==> config.mk <==
export PLATFORM = sky130hd
export DESIGN_NAME = wildcard_match_unit
export DESIGN_NICKNAME = d
export VERILOG_FILES = /design/src/rtl/wm_pkg.sv /design/src/rtl/wm_entry_cmp.sv /design/src/rtl/wildcard_match_unit.sv
export SDC_FILE = /design/constraint.sdc
export NUM_CORES = 1
export LEC_CHECK = 0
export CORE_UTILIZATION = 31
export CTS_CLUSTER_DIAMETER = 200
export CTS_CLUSTER_SIZE = 24
export DETAILED_ROUTE_END_ITERATION = 7
export DONT_BUFFER_PORTS = 1
export RECOVER_POWER = 100
export SLEW_MARGIN = 20
export SYNTH_ARGS = -nofsm -noshare
export SYNTH_HDL_FRONTEND = slang
export SYNTH_HIERARCHICAL = 1
export SYNTH_SLANG_ARGS = --single-unit
==> constraint.sdc <==
create_clock -name clk -period 7.81 [get_ports clk]
set_input_delay 0.781 -clock clk [delete_from_list [all_inputs] [get_ports clk]]
set_output_delay 0.781 -clock clk [all_outputs]
set_load 0.02 [all_outputs]
==> src/rtl/wm_pkg.sv <==
// Shared mode encodings and the per-bit don't-care rule for the wildcard matcher.
package wm_pkg;

    localparam logic [1:0] WM_EXACT = 2'd0;
    localparam logic [1:0] WM_CASEZ = 2'd1;
    localparam logic [1:0] WM_CASEX = 2'd2;

    // Reserved mode 3 falls through to EXACT, so no bit is ever a don't-care there.
    function automatic logic wm_dc_bit(input logic [1:0] mode,
                                       input logic pz, input logic px,
                                       input logic kz, input logic kx);
        logic dc;
        dc = 1'b0;
        case (mode)
            WM_CASEZ: dc = pz | kz;
            WM_CASEX: dc = pz | px | kz | kx;
            default:  dc = 1'b0;
        endcase
        return dc;
    endfunction

endpackage

==> src/rtl/wm_entry_cmp.sv <==
// Combinational compare of one key against one pattern entry under the request mode.
module wm_entry_cmp
    import wm_pkg::*;
#(
    parameter int W = 8
) (
    input  logic [1:0]   mode,
    input  logic [W-1:0] key,
    input  logic [W-1:0] kz,
    input  logic [W-1:0] kx,
    input  logic         en,
    input  logic [W-1:0] val,
    input  logic [W-1:0] pz,
    input  logic [W-1:0] px,
    output logic         match
);

    logic [W-1:0] bit_ok;

    // A bit agrees when it is a don't-care or its full 4-state encoding is identical.
    always_comb begin
        bit_ok = '0;
        for (int b = 0; b < W; b++) begin
            bit_ok[b] = wm_dc_bit(mode, pz[b], px[b], kz[b], kx[b]) ||
                        ((key[b] == val[b]) && (kz[b] == pz[b]) && (kx[b] == px[b]));
        end
    end

    assign match = en && (&bit_ok);

endmodule

==> src/rtl/wildcard_match_unit.sv <==
// Pattern table plus first-match/multi-match lookup with a one-deep output register
// and saturating hit/miss statistics.
module wildcard_match_unit
    import wm_pkg::*;
#(
    parameter  int W     = 8,
    parameter  int DEPTH = 4,
    parameter  int CNT_W = 16,
    localparam int IDX_W = $clog2(DEPTH)
) (
    input  logic             clk,
    input  logic             rst_n,
    input  logic             cfg_we,
    input  logic [IDX_W-1:0] cfg_idx,
    input  logic             cfg_en,
    input  logic [W-1:0]     cfg_val,
    input  logic [W-1:0]     cfg_zmask,
    input  logic [W-1:0]     cfg_xmask,
    input  logic             in_valid,
    output logic             in_ready,
    input  logic [W-1:0]     in_key,
    input  logic [W-1:0]     in_kzmask,
    input  logic [W-1:0]     in_kxmask,
    input  logic [1:0]       in_mode,
    output logic             out_valid,
    input  logic             out_ready,
    output logic             out_hit,
    output logic             out_multi,
    output logic [IDX_W-1:0] out_idx,
    input  logic             cnt_clr,
    output logic [CNT_W-1:0] hit_cnt,
    output logic [CNT_W-1:0] miss_cnt
);

    logic [DEPTH-1:0]        en_q, en_d;
    logic [DEPTH-1:0][W-1:0] val_q, val_d, zm_q, zm_d, xm_q, xm_d;
    logic [DEPTH-1:0]        match;

    logic             out_valid_q, out_valid_d;
    logic             out_hit_q, out_hit_d;
    logic             out_multi_q, out_multi_d;
    logic [IDX_W-1:0] out_idx_q, out_idx_d;
    logic [CNT_W-1:0] hit_cnt_q, hit_cnt_d, miss_cnt_q, miss_cnt_d;

    logic             accept, any_hit, multi_hit, seen;
    logic [IDX_W-1:0] first_idx;

    for (genvar g = 0; g < DEPTH; g++) begin : g_cmp
        wm_entry_cmp #(.W(W)) u_cmp (
            .mode (in_mode),
            .key  (in_key),
            .kz   (in_kzmask),
            .kx   (in_kxmask),
            .en   (en_q[g]),
            .val  (val_q[g]),
            .pz   (zm_q[g]),
            .px   (xm_q[g]),
            .match(match[g])
        );
    end

    // Scan high-to-low so the lowest matching entry is the last assignment.
    always_comb begin
        first_idx = '0;
        multi_hit = 1'b0;
        seen      = 1'b0;
        for (int i = DEPTH - 1; i >= 0; i--) begin
            if (match[i]) first_idx = IDX_W'(i);
        end
        for (int i = 0; i < DEPTH; i++) begin
            if (match[i]) begin
                if (seen) multi_hit = 1'b1;
                seen = 1'b1;
            end
        end
        any_hit = |match;
    end

    assign in_ready = !out_valid_q || out_ready;
    assign accept   = in_valid && in_ready;

    // Table writes land on the clock edge, so a same-edge lookup sees the old entry.
    always_comb begin
        en_d  = en_q;
        val_d = val_q;
        zm_d  = zm_q;
        xm_d  = xm_q;
        for (int i = 0; i < DEPTH; i++) begin
            if (cfg_we && (cfg_idx == IDX_W'(i))) begin
                en_d[i]  = cfg_en;
                val_d[i] = cfg_val;
                zm_d[i]  = cfg_zmask;
                xm_d[i]  = cfg_xmask;
            end
        end
    end

    always_comb begin
        out_valid_d = out_valid_q;
        out_hit_d   = out_hit_q;
        out_multi_d = out_multi_q;
        out_idx_d   = out_idx_q;
        if (accept) begin
            out_valid_d = 1'b1;
            out_hit_d   = any_hit;
            out_multi_d = multi_hit;
            out_idx_d   = first_idx;
        end else if (out_ready) begin
            out_valid_d = 1'b0;
        end
    end

    always_comb begin
        hit_cnt_d  = hit_cnt_q;
        miss_cnt_d = miss_cnt_q;
        if (cnt_clr) begin
            hit_cnt_d  = '0;
            miss_cnt_d = '0;
        end else if (accept) begin
            if (any_hit) begin
                if (hit_cnt_q != '1) hit_cnt_d = hit_cnt_q + 1'b1;
            end else begin
                if (miss_cnt_q != '1) miss_cnt_d = miss_cnt_q + 1'b1;
            end
        end
    end

    always_ff @(posedge clk or negedge rst_n) begin
        if (!rst_n) begin
            en_q        <= '0;
            val_q       <= '0;
            zm_q        <= '0;
            xm_q        <= '0;
            out_valid_q <= 1'b0;
            out_hit_q   <= 1'b0;
            out_multi_q <= 1'b0;
            out_idx_q   <= '0;
            hit_cnt_q   <= '0;
            miss_cnt_q  <= '0;
        end else begin
            en_q        <= en_d;
            val_q       <= val_d;
            zm_q        <= zm_d;
            xm_q        <= xm_d;
            out_valid_q <= out_valid_d;
            out_hit_q   <= out_hit_d;
            out_multi_q <= out_multi_d;
            out_idx_q   <= out_idx_d;
            hit_cnt_q   <= hit_cnt_d;
            miss_cnt_q  <= miss_cnt_d;
        end
    end

    assign out_valid = out_valid_q;
    assign out_hit   = out_hit_q;
    assign out_multi = out_multi_q;
    assign out_idx   = out_idx_q;
    assign hit_cnt   = hit_cnt_q;
    assign miss_cnt  = miss_cnt_q;

endmodule

# Yosys cells after proc, flatten, opt, wreduce, memory -nomap -nowiden
# Cells that the tools add are included.
# op_classes
n_addsub	2
multipliers	0
div	0
order_cmp	0
eq_ne	104
n_shift	0
n_mux	55
bitwise	128
n_reduce_logical	120
# op_table
op	n
2-to-1 mux 16 bit	8
bitwise OR 1 bit	128
equality test 1 bit	96
logical AND 1 bit	73
case mux 1 bit (2 select lines)	32
logical OR 1 bit	33
adder 16 x 1 -> 16 bit (second input constant)	2
!= test 16 bit (second input constant)	2
AND reduction 8 bit	4
2-to-1 mux 1 bit	11
nonzero test 2 bit	5
2-to-1 mux 2 bit	4
equality test 2 bit (second input constant)	3
AND reduction 3 bit	2
equality test 2 x 1 -> 1 bit (second input constant)	2
OR reduction 4 bit	1
logical NOT 2 bit	1
!= test 2 bit (second input constant)	1
logical NOT 1 bit	1
# word_totals
ff_bits	137
latch_bits	0
ramBits	0
rom_bits	0
input_bits	59
output_inout_bits	38
wordCells	431
n_memories	0

# Logic depth before layout (Yosys ltp)
# Gate-level depths: netlist of run 1.
# depth
ltp_word	14
ltp_mapped	12
mapped_depth_nobuf	11

# Hierarchy
# Netlist of run 1, hierarchy kept.
# by_module_without_submodules
module	instances	cells_each	area_each_um2
wildcard_match_unit	1	421	5705.5
wm_entry_cmp at g_cmp[0].u_cmp ...	3	80	565.5
wm_entry_cmp at g_cmp[3].u_cmp	1	79	583.1

# Worst setup path after synthesis of run 1
# No wires, ideal clock.
# synth_timing
kind	in2reg
from	input in_mode[0]
to	register hit_cnt_q[12], in the netlist hit_cnt[12]
setup_ns	0.132
arrival_time_ns	3.019
path_slack_ns	4.659
path_stages	12
n_path_buf	1
cell_sequence	inv_1 ha_1 nand2b_1 o22ai_1 o22ai_1 nor4_2 or4_1 nand3_2 buf_4 nor4_1 xnor2_1 nor2_1
# synth_via
elab_chain_cells	8
elab_cells_between_ends	77
cone_classes	eq/ne (2); mux (32); reduce/logical (43)
# synth_rtl
item	line_no	source
from (decl)	wildcard_match_unit.sv:24	input logic [1:0] in_mode,
equality test 2 bit or equality test 2 x 1 -> 1 bit (tied branches)	wm_pkg.sv:14	case (mode)
case mux 1 bit (2 select lines)	wm_pkg.sv:14	
logical OR 1 bit	wm_entry_cmp.sv:24	bit_ok[b] = wm_dc_bit(mode, pz[b], px[b], kz[b], kx[b]) ||
AND reduction 8 bit *	wm_entry_cmp.sv:29	assign match = en && (&bit_ok);
logical AND 1 bit *	wm_entry_cmp.sv:29	
net match[1]	wildcard_match_unit.sv:37	logic [DEPTH-1:0] match;
OR reduction 4 bit *	wildcard_match_unit.sv:76	any_hit = |match;
nonzero test 2 bit (no line) *	--	
AND reduction 3 bit (no line) *	--	
to (signal assigned)	wildcard_match_unit.sv:149	hit_cnt_q <= hit_cnt_d;
to (decl)	wildcard_match_unit.sv:43	logic [CNT_W-1:0] hit_cnt_q, hit_cnt_d, miss_cnt_q, miss_cnt_d;
# Mark *: on every way through the listed nets, which the timed path passes. The rest lies on a longest branch.
# A chain may end at the register's enable or synchronous reset.

# Worst setup path after layout of run 1
# layout_timing
from	input in_mode[0]
to	register hit_cnt_q[15], in the netlist hit_cnt[15]
# Same word-level chain as after synthesis.

==> flow_summary.ini, run 1 <==
[critical_path]
r2r_end = hit_cnt[15]
critPathTopFamily = simple AND/OR/NAND/NOR gates
critical_path_class = in -> reg
reg2reg_from = zm_q[29]
cp_slowest_cell = nor4_1
worstPathCellList = inv_1, ha_1, o41ai_1, a21oi_1, o22ai_1, nor4_1, or4_1, nand3_1, nor4b_1, xnor2_1, nor2_1
rr_worst_depth = 10
cpPeakStageDelay_ns = 0.89
cp_max_fo = 16
ff2ff_setup_slack_ns = 4.24
critPathLaunchType = input pin
cp_num_buf_inv = 1
crit_path_end_kind = flip-flop
crit_required_ns = 8.14
worstPathArrival_ns = 4.09

[timing]
drv_slew = 104
rsz0062_at_grt = no
tightestPinTransition_ns = 1.83
min_period_over_period = 0.482
fmax_mhz = 266
maxSlewHeadroom = -0.223
finClkSkew_ns = 0.0108
hold_viol = 0
tns_ns = 0
min_period_ns = 3.76
finalSetupViolations = 0

[outcome]
status = finished with violations
violations = max-capacitance violations, max-slew violations

[cells_and_area]
fillers = 2545
syn_to_final_growth_pct = 11.0
instances_no_fill = 1091
regArea_sq_um = 3430
drive_gt1_frac = 0.189
nets = 849
multi_input_area_sq_um = 4120
num_antenna_cells = 0

[die]
rows = 58
initial_core_util = 0.316
num_io_pins = 97
die_y_um = 162
dieWidth_um = 162
die-area_sq_um = 26400
fp.coreArea_sq_um = 25300

[yosys]
yosys.cell_count.top_type = dfrtp_1
yosysSeqAreaShare = 0.429
synth_flop_cell = dfrtp_1
synth_edf_count = 0
synth_area_sq_um = 7990
async_flop_share = 1.00
yosys-top-cells-count = dfrtp_1, mux2_2, inv_1, xor2_1, ha_1
syn-num-nets = 841
synth.largest_area_cell = dfrtp_1
synthTopCellsByArea = dfrtp_1, mux2_2, xor2_1
syn_avg_cell_area_sq_um = 10.8
synth_seq_cells = 137
yosys_warnings = 6
synth_cells = 740
synth_cell_type_count = 48
synth_top_area_share = 0.429

[routing]
wl_per_cell_um = 18.6
drt_iter0_drc = 361
met2_length_um = 9490
top_layer_used = met4
via_count = 5684
drt.antenna.violating_nets = 0
dr.pass1.iters = 5
wl_um = 20300
via_per_inst = 5.21
met3_length_um = 1760
wl_met1_um = 8670
drc = 0

[clock_network]
clkTransAtPathRegs_ns = 0.07
cts.path.max_buffers = 2
h-tree-depth = 4
cts_buffers = 17
clk_latency_ns = 0.43
cts_hold_buf = 0
root_buffer = clkbuf_16
cts.sinks = 137
post_cts_resized = 0
cts_tree = yes
post_cts.repair.setup_buffers = 0

[placement]
portBuffers = 0
hpwl_um = 14400
place.gp.congestion = 0.800
post-place-cells = 1059

[power]
irDropWorstVdd_uv = 107
power.density_nw_per_um2 = 227
leakagePower_uw = 0.00379

[run]
drv_cap = 4

[global_routing]
grt_max_degree = 138
grt-ovfl-total = 0
antenna_found_initial = 0
gr-usage-all-layers = 0.163
grt_pass1_wl_um = 32400
grt_pass1_vias = 5649

[min_path]
min_path_type = in -> async
==> cell families after synthesis <==
| group | count (synthesis) | synth area share |
|---|---|---|
| xor+xnor | 85 | 0.0932 |
| compound gates | 92 | 0.0776 |
| fa+ha+maj | 42 | 0.0658 |
| mux | 102 | 0.144 |
| buf+inv | 97 | 0.0481 |
| flops | 137 | 0.429 |
| simple gates | 185 | 0.142 |
==> worst max-delay path by stage <==
| stage | startpoint | endpoint | depth (start not counted) |
|---|---|---|---|
| floorplan | in_mode[0] | hit_cnt[12] | 12 |
| global placement | in_mode[0] | hit_cnt[15] | 11 |
| detailed placement | in_mode[0] | hit_cnt[15] | 11 |
| CTS | in_mode[0] | hit_cnt[15] | 11 |
| global route | in_mode[0] | hit_cnt[11] | 11 |
| finish | in_mode[0] | hit_cnt[15] | 11 |
==> power breakdown <==
| part | switching (uW) | internal, uW | leakage (uW) |
|---|---|---|---|
| Clock | 355 | 451 | 0.000275 |
| Sequential | 83.8 | 810 | 0.00169 |
| Combinational | 138 | 170 | 0.00182 |
| Total | 577 | 1430 | 0.00379 |
==> area by class of cell <==
type,instances,area share
clock inverters,15,0.0178
inverters,82,0.0347
repair buffers,4,0.00169
multi-input cells,506,0.464
clock buffers,17,0.0480
well taps,330,0.0466
flip-flops and latches,137,0.387
==> routing by layer <==
layer / track usage / vias to the layer above
met2: 0.258 / 152
met1: 0.200 / 2835
met5: 0 / -
met3: 0.0657 / 26
met4: 0.0510 / 0
li1: - / 2671
==> per-stage QoR <==
step	hold WS [ns]	power (uW)	util	setup WS, ns	instance area, sq um
global route	0.0241	2110	0.351	3.71	8860
detailed placement	0.493	1220	0.331	3.95	8360
CTS	0.0358	2030	0.354	4.41	8940
finish	0.0413	2010	0.351	4.05	8860
global placement	0.487	1210	0.331	3.99	8360
floorplan	0.478	1140	-	4.66	7990
==> flip-flops by register name, indices dropped and copies added, names as in the netlist <==
register / cells
en_q: 4
out_idx: 2
xm_q: 32
out_hit: 1
hit_cnt: 16
miss_cnt: 16
out_multi: 1
zm_q: 32
val_q: 32
out_valid: 1
==> cell usage in the layout (no fill, tap or decap), types with 5 or more instances in the layout <==
cell type  Yosys  routed
dfrtp_1      137     137
mux2_2       101     101
inv_1         82      82
xor2_1        65      65
ha_1          42      42
nor3_1        36      36
nor2_1        28      28
a21oi_1       27      27
nor4_1        22      27
o22ai_1       24      24
xnor2_1       20      20
o41ai_1       17      17
clkbuf_16      0      17
nand2b_1      14      15
nand3_1       14      15
nand2_1       15      15
or2b_1         9       9
o21ai_0        8       8
o31ai_1        5       5
and3_1         5       5
or3_1          5       5
inv_6          0       5
(Power assumes the default switching activity.)
==> run 2: changes to the inputs <==
==> constraint.sdc (replaced) <==
create_clock -name clk -period 3 [get_ports clk]
set_input_delay 0.3 -clock clk [delete_from_list [all_inputs] [get_ports clk]]
set_output_delay 0.3 -clock clk [all_outputs]
set_load 0.02 [all_outputs]
==> flow_summary.ini, run 2 (synthesis results as in run 1) <==
[clock_network]
post_cts.repair.setup_buffers = 0
clkTransAtPathRegs_ns = 0.06
cts.sinks = 137
h-tree-depth = 4
clk_latency_ns = 0.44
root_buffer = clkbuf_16
cts.path.max_buffers = 2
cts_buffers = 17
cts_tree = yes

[cells_and_area]
layout_common_cells = dfrtp_1, mux2_2, inv_1
instances_no_fill = 1121
nets = 880
final_common_cell = dfrtp_1
syn_to_final_growth_pct = 16.3
drive_gt1_frac = 0.212
num_antenna_cells = 0
design_area_sq_um = 9290
top_regs = val_q (32), xm_q (32), zm_q (32)

[timing]
maxSlewHeadroom = -0.220
tightestPinTransition_ns = 1.83
min_period_over_period = 0.940
rsz0062_at_grt = no
finClkSkew_ns = 0.0139
whs_ns = -0.431
fmax_mhz = 355
hold_viol = 137
tns_ns = 0
drv_slew = 104
min_period_ns = 2.82
setup_ws_ns = 0.181
finalSetupViolations = 0

[critical_path]
crit_required_ns = 3.32
rr_worst_depth = 11
crit_path_end_kind = flip-flop
worstPathArrival_ns = 3.14
ff2ff_setup_slack_ns = 0.18
cp_max_fo = 7
critPathLaunchType = flip-flop
critical_path_class = reg -> reg

[global_routing]
gr-usage-all-layers = 0.171
grt_pass1_wl_um = 34000
grt_pass1_vias = 5962
grt_max_degree = 138
antenna_found_initial = 0
grt-ovfl-total = 0

[routing]
drt.antenna.violating_nets = 0
dr.pass1.iters = 4
via_count = 5750
drt_iter0_drc = 311
drc = 0
wl_per_cell_um = 18.9
via_per_inst = 5.13
wl_um = 21200

[die]
num_io_pins = 97
initial_core_util = 0.316
fp.coreArea_sq_um = 25300
rows = 58
die_y_um = 162
die-area_sq_um = 26400
dieWidth_um = 162

[power]
power.density_nw_per_um2 = 596
leakagePower_uw = 0.00400
irDropWorstVdd_uv = 373

[run]
drv_cap = 4

[outcome]
status = finished with violations
violations = negative hold slack, max-capacitance violations, max-slew violations

[placement]
portBuffers = 0
preCtsSetupSlack_ns = 0.0762
hpwl_um = 15000
post-place-cells = 1075
place.gp.congestion = 0.858
postPlaceCellArea_sq_um = 8490

[min_path]
min_path_type = in -> async
run 2: changes by cell type in the layout (fill, tap and decap cells not counted), moves of 4 or more:
cell,before,now
nor4_2,3,7
buf_4,0,12
clkbuf_1,4,8
nor4_1,27,22
dlygate4sd3_1,0,14
inv_6,5,0
inv_8,4,0
bufinv_16,1,5
run 2: timing repair:
| action | in CTS | in global routing |
|---|---|---|
| hold buffers | 11 | 4 |
| endpoints found under the hold margin | 191 | 142 |
| resized for setup | 0 | 6 |
| setup endpoints to repair | 0 | 12 |
run 2: path summary, 6_finish.rpt:
check | end | start
worst max-delay path | hit_cnt[10] | zm_q[5]
worst min-delay path | zm_q[25] | rst_n
worst max register to register | hit_cnt[10] | zm_q[5]
worst min register to register | en_q[0] | en_q[0]
max in group asynchronous | zm_q[26] | rst_n
min in group clk | zm_q[28] | cfg_zmask[4]
run 2: report_power, final:
part           total [uW]  leakage (uW)  switching (uW)  internal, uW
logic                 863       0.00200             387           476
clock network        2320      0.000306             829          1490
registers            2350       0.00169             235          2110
run 2: per-stage QoR:
stage	utilization	power [uW]
floorplan	-	2960
CTS	0.366	5560
global placement	0.336	3180
global route	0.368	5810
finish	0.368	5530
detailed placement	0.336	3200
run 2: layer usage:
layer | up-vias | part of all wire | track usage | wire [um]
met4 | 0 | 0.017 | 0.0648 | 366
met5 | - | 0 | 0 | 0
li1 | 2728 | - | - | -
met3 | 27 | 0.073 | 0.0596 | 1550
met2 | 138 | 0.48 | 0.277 | 10100
met1 | 2857 | 0.43 | 0.207 | 9160
run 2: critical path, cell delays in order (launching register included):
cell     delay [ns]
dfrtp_1        0.37
inv_1          0.05
ha_1           0.26
nor3_1         0.33
o22ai_1        0.22
nor4_4         0.39
or4_1          0.21
nand3_2        0.17
buf_4          0.21
nor4_1         0.27
xnor2_1        0.17
nor2_1         0.05
run 2: final cells by class:
type                       instances  area [sq um]
clock inverter                    11           196
sequential                       137          3430
multi-input combinational        506          4200
inverter                          82           308
tap                              330           413
timing repair buffer              35           298
fill                            2523         16000
clock buffer                      20           447
